## src/rtl/xgxs_sync_pkg.sv

```systemverilog
// rtl/xgxs_sync_pkg.sv - shared states, constants and counter widths for the XGXS lane sync controller
package xgxs_sync_pkg;

  typedef enum logic [2:0] {
    LOSS_OF_SYNC = 3'd0,
    COMMA_DET    = 3'd1,
    SYNC_ACQ_1   = 3'd2,
    SYNC_ACQ_2   = 3'd3,
    SYNC_ACQ_3   = 3'd4,
    SYNC_ACQ_4   = 3'd5
  } sync_state_e;

  localparam logic [7:0] K28_5_BYTE  = 8'hBC;
  localparam int         COMMA_CNT_W = 4;
  localparam int         GOOD_CNT_W  = 4;

  function automatic logic is_sync(input sync_state_e s);
    return (s == SYNC_ACQ_1) || (s == SYNC_ACQ_2) ||
           (s == SYNC_ACQ_3) || (s == SYNC_ACQ_4);
  endfunction

endpackage

```

## src/rtl/xgxs_cg_classify.sv

```systemverilog
// rtl/xgxs_cg_classify.sv - combinational comma/invalid/good decode of one decoded code-group
module xgxs_cg_classify
  import xgxs_sync_pkg::*;
(
  input  logic [7:0] dec_data,
  input  logic       dec_k,
  input  logic       dec_err,
  output logic       comma,
  output logic       invalid,
  output logic       good
);

  assign comma   = dec_k & (dec_data == K28_5_BYTE) & ~dec_err;
  assign invalid = dec_err;
  assign good    = ~dec_err;

endmodule

```

## src/rtl/xgxs_lane_sync_ctrl.sv

```systemverilog
// rtl/xgxs_lane_sync_ctrl.sv - per-lane comma-based sync FSM with gated 1-clk output stage
// Optional saturating error counter enabled by defining XGXS_SYNC_ERR_CNT_EN.
module xgxs_lane_sync_ctrl
  import xgxs_sync_pkg::*;
#(
  parameter int COMMA_ACQ    = 4,
  parameter int GOOD_RECOVER = 3
`ifdef XGXS_SYNC_ERR_CNT_EN
  ,
  parameter int ERR_CNT_W    = 16
`endif
) (
  input  logic                 clk,
  input  logic                 rst,
  input  logic                 dec_valid,
  input  logic [7:0]           dec_data,
  input  logic                 dec_k,
  input  logic                 dec_err,
  output logic [7:0]           lane_data,
  output logic                 lane_k,
  output logic                 lane_valid,
  output logic                 sync_ok,
  output logic [2:0]           sync_state
`ifdef XGXS_SYNC_ERR_CNT_EN
  ,
  output logic [ERR_CNT_W-1:0] err_cnt
`endif
);

  localparam logic [COMMA_CNT_W-1:0] COMMA_LAST = COMMA_CNT_W'(COMMA_ACQ - 1);
  localparam logic [GOOD_CNT_W-1:0]  GOOD_LAST  = GOOD_CNT_W'(GOOD_RECOVER - 1);

  sync_state_e            state, state_n;
  logic [COMMA_CNT_W-1:0] comma_cnt, comma_cnt_n;
  logic [GOOD_CNT_W-1:0]  good_cnt, good_cnt_n;
  logic                   comma, invalid, good;

  xgxs_cg_classify u_classify (
    .dec_data (dec_data),
    .dec_k    (dec_k),
    .dec_err  (dec_err),
    .comma    (comma),
    .invalid  (invalid),
    .good     (good)
  );

  always_comb begin
    state_n     = state;
    comma_cnt_n = comma_cnt;
    good_cnt_n  = good_cnt;
    if (dec_valid) begin
      case (state)
        LOSS_OF_SYNC: begin
          if (comma) begin
            state_n     = COMMA_DET;
            comma_cnt_n = COMMA_CNT_W'(1);
          end
        end
        COMMA_DET: begin
          if (invalid) begin
            state_n     = LOSS_OF_SYNC;
            comma_cnt_n = '0;
          end else if (comma) begin
            if (comma_cnt == COMMA_LAST) begin
              state_n     = SYNC_ACQ_1;
              comma_cnt_n = '0;
            end else begin
              comma_cnt_n = comma_cnt + COMMA_CNT_W'(1);
            end
          end
        end
        SYNC_ACQ_1: begin
          if (invalid) begin
            state_n    = SYNC_ACQ_2;
            good_cnt_n = '0;
          end
        end
        SYNC_ACQ_2, SYNC_ACQ_3, SYNC_ACQ_4: begin
          // Each error pushes one level deeper; a run of good groups climbs one level back.
          if (invalid) begin
            good_cnt_n = '0;
            state_n    = (state == SYNC_ACQ_4) ? LOSS_OF_SYNC : sync_state_e'(state + 3'd1);
          end else if (good) begin
            if (good_cnt == GOOD_LAST) begin
              state_n    = sync_state_e'(state - 3'd1);
              good_cnt_n = '0;
            end else begin
              good_cnt_n = good_cnt + GOOD_CNT_W'(1);
            end
          end
        end
        default: begin
          state_n     = LOSS_OF_SYNC;
          comma_cnt_n = '0;
          good_cnt_n  = '0;
        end
      endcase
    end
  end

  always_ff @(posedge clk) begin
    if (rst) begin
      state      <= LOSS_OF_SYNC;
      comma_cnt  <= '0;
      good_cnt   <= '0;
      lane_data  <= '0;
      lane_k     <= 1'b0;
      lane_valid <= 1'b0;
    end else begin
      state      <= state_n;
      comma_cnt  <= comma_cnt_n;
      good_cnt   <= good_cnt_n;
      lane_valid <= dec_valid & is_sync(state_n);
      if (dec_valid) begin
        lane_data <= dec_data;
        lane_k    <= dec_k;
      end
    end
  end

  assign sync_ok    = is_sync(state);
  assign sync_state = state;

`ifdef XGXS_SYNC_ERR_CNT_EN
  always_ff @(posedge clk) begin
    if (rst) begin
      err_cnt <= '0;
    end else if (dec_valid && invalid && !(&err_cnt)) begin
      err_cnt <= err_cnt + ERR_CNT_W'(1);
    end
  end
`endif

endmodule

```

## config.mk

```make
export PLATFORM = sky130hd
export DESIGN_NAME = xgxs_lane_sync_ctrl
export DESIGN_NICKNAME = d
export VERILOG_FILES = /design/src/rtl/xgxs_sync_pkg.sv /design/src/rtl/xgxs_cg_classify.sv /design/src/rtl/xgxs_lane_sync_ctrl.sv
export SDC_FILE = /design/constraint.sdc
export NUM_CORES = 1
export LEC_CHECK = 0
export ABC_AREA = 1
export ABC_CLOCK_PERIOD_IN_PS = 1700
export CORE_AREA = 2 2 47 70
export CTS_CLUSTER_DIAMETER = 40
export DETAILED_ROUTE_END_ITERATION = 12
export DIE_AREA = 0 0 49 72
export PLACE_DENSITY = 0.72
export SYNTH_ARGS = -nofsm -noshare
export SYNTH_HDL_FRONTEND = slang
export SYNTH_SLANG_ARGS = --single-unit
```

## constraint.sdc

```tcl
create_clock -name clk -period 1.7 [get_ports clk]
set_clock_uncertainty 0.05 [all_clocks]
set_input_delay 0.425 -clock clk [delete_from_list [all_inputs] [get_ports clk]]
set_output_delay 0.425 -clock clk [all_outputs]
set_load 0.01 [all_outputs]
```

==> qor.yml, run 1 <==
clk_latency_ps: 270
synth_seq_cells: 21
antenna_found_initial: 0
die_x_um: 49
setup_viol: 7
fillers: 244
cp.required_ps: 1220
synth_flop_cell: "dfxtp_1"
cellLeakagePower_nw: 0.9879
design_area_sq_um: 2087
dpl-instance-area_sq_um: 1754
synth-compound-area-share: 0.1705
holdWs_ps: 427.0
drtIter0Drc: 42
ys_warn_count: 0
end_kind: "output port"
fin_crit_sh: 1.068
slew-limit-headroom: 0.7397
clockBufferDepth: 2
synth-async-reset-ratio: 0
gp_congestion: 0.8421
io-pin-count: 27
post-dp-hpwl_um: 2798
synth-xor-area-share: 0
via_per_inst: 5.246
hold_path.class: "input pin to register"
wirelength_um: 4145
clkTransAtPathRegs_ps: 70
worst_pin_slew_ps: 390.1
cts_hold_buf: 0
status: "finished with violations"
cts_root_buffer: "clkbuf_8"
drive_above_1_share: 0.4041
layout_commonest_cell: "buf_4"
start_util: 0.4308
vias: 1490
tns_ps: -322.1
synth_mux_area_frac: 0
yosys.area.top_type_share: 0.3350
synthAdderAreaFrac: 0.08973
synth_simple_gate_area_frac: 0.3230
start_kind: "register"
cts_sinks: 21
synthTopCellsByArea: "dfxtp_1 33%, nand2_1 10%, ha_1 9.0%"
syn-cell-area_sq_um: 1255
crit_arrival_ps: 1340
area_growth_pct: 66.30
power_density_nw_per_um2: 474.7
drv_cap: 0
ys_seq_area_frac: 0.3350
grt_pass1_wl_um: 6258
fin_crit_ps: 1816
synth_edf_count: 0
rsz0062_at_grt: "true"
cp_max_fo: 5
grt.total_usage: 0.2276
cts_tree: "yes"
grt_max_degree: 13
die_y_um: 72
slew_violations: 0
syn-instance-count: 182
coreArea_sq_um: 2913
dr.pass1.iters: 4
final_cell_mix: "34 x buf_4, 23 x nand2_1, 22 x nor2_1"
synthDistinctLibCells: 31
n_antenna_cell: 0
rows: 24
layout_setup_ws_ps: -116.4
finalHoldViolations: 0
max_freq_mhz: 550.6
avgSynthCellArea_sq_um: 6.895
multi_input_area_sq_um: 919.6
vdd_drop_max_uv: 522.0
violations: "negative setup slack"
grt_pass1_vias: 1453
critPathKind: "register to output port"
die_area_sq_um: 3528
fin_nets: 268
drtAntennaViolNets: 0
drcViolationCount: 0
syn-num-nets: 204
grt_remaining_overflow: 0
synth_top_family_by_area: "simple AND/OR/NAND/NOR gates"
numCtsBuffers: 3
regArea_sq_um: 427.9
htreeDepth: 1
yosysTopAreaCell: "dfxtp_1"
port_buffers: 26
pre_cts_ws_ps: -325.4
post_drt_wl_per_cell_um: 14.60
totalPowerFinal_mw: 0.9907
==> worst paths after layout <==
kind	start	cells after the start	slack (ps)	end
max reg2reg	sync_state[1]	15	-90	lane_valid
min reg2reg	comma_cnt[1]	2	440	comma_cnt[1]
max	sync_state[0]	7	-120	sync_ok
min	dec_data[0]	3	430	lane_data[0]
==> cell families after synthesis <==
| kind of cell | after synthesis |
|---|---|
| compound gates | 38 |
| fa+ha+maj | 9 |
| buf+inv | 27 |
| flops | 21 |
| simple gates | 87 |
==> metrics by stage <==
stage | std cells | util
floorplan | 182 | -
global placement | 269 | 0.6022
detailed placement | 269 | 0.6022
CTS | 277 | 0.6585
global route | 284 | 0.7165
finish | 284 | 0.7165
==> cell type report <==
| type | count | share of cell area |
|---|---|---|
| Tap cell | 39 | 0.02338 |
| Timing Repair Buffer | 64 | 0.2656 |
| Sequential cell | 21 | 0.2050 |
| Multi-Input combinational cell | 134 | 0.4406 |
| Inverter | 22 | 0.04317 |
| Clock inverter | 1 | 0.002398 |
| Clock buffer | 3 | 0.01978 |
==> sequential cells by signal, summed over array words and instances, names as in the netlist <==
register and flops:
lane_valid 1, good_cnt 4, lane_k 1, sync_state 3, lane_data 8, comma_cnt 4
==> per-layer routing <==
metal | track usage | up-vias | wire [um]
met5 | 0 | - | 0
met3 | 0.03498 | 6 | 136
li1 | - | 727 | -
met2 | 0.4505 | 35 | 2437
met1 | 0.2338 | 722 | 1519
met4 | 0.09206 | 0 | 51
==> worst max-delay path, cell delays in order, from the launching register on <==
cell	delay, ps
dfxtp_4	390
ha_4	180
ha_4	150
inv_2	60
nand3_4	70
inv_2	70
nand2_1	40
buf_2	130
==> synthesized netlist by cell type, drive strengths merged (2+ instances only) <==
| library cell | number |
|---|---|
| a21oi | 13 |
| a31oi | 2 |
| and3 | 2 |
| clkbuf | 4 |
| dfxtp | 21 |
| ha | 9 |
| inv | 21 |
| nand2 | 37 |
| nand3 | 13 |
| nand4 | 2 |
| nor2 | 28 |
| nor3 | 3 |
| nor3b | 2 |
| o211ai | 2 |
| o21ai | 17 |
==> where the power goes <==
| part | internal (mW) | switching [mW] |
|---|---|---|
| registers | 0.503 | 0.00679 |
| logic | 0.0751 | 0.0723 |
| clock network | 0.164 | 0.170 |
| total | 0.742 | 0.249 |
==> repair_timing <==
item,in CTS,in global routing
pin swaps,16,21
setup buffers,4,7
gates resized for setup,42,34
setup endpoints to repair,14,12
No activity file was read; power rests on OpenSTA's default activity.
==> run 2: changes to the inputs <==
- CAP_MARGIN: not set -> 25
==> results of run 2 <==
Same layout as run 1: the final DEF is identical, and so are final timing and power.
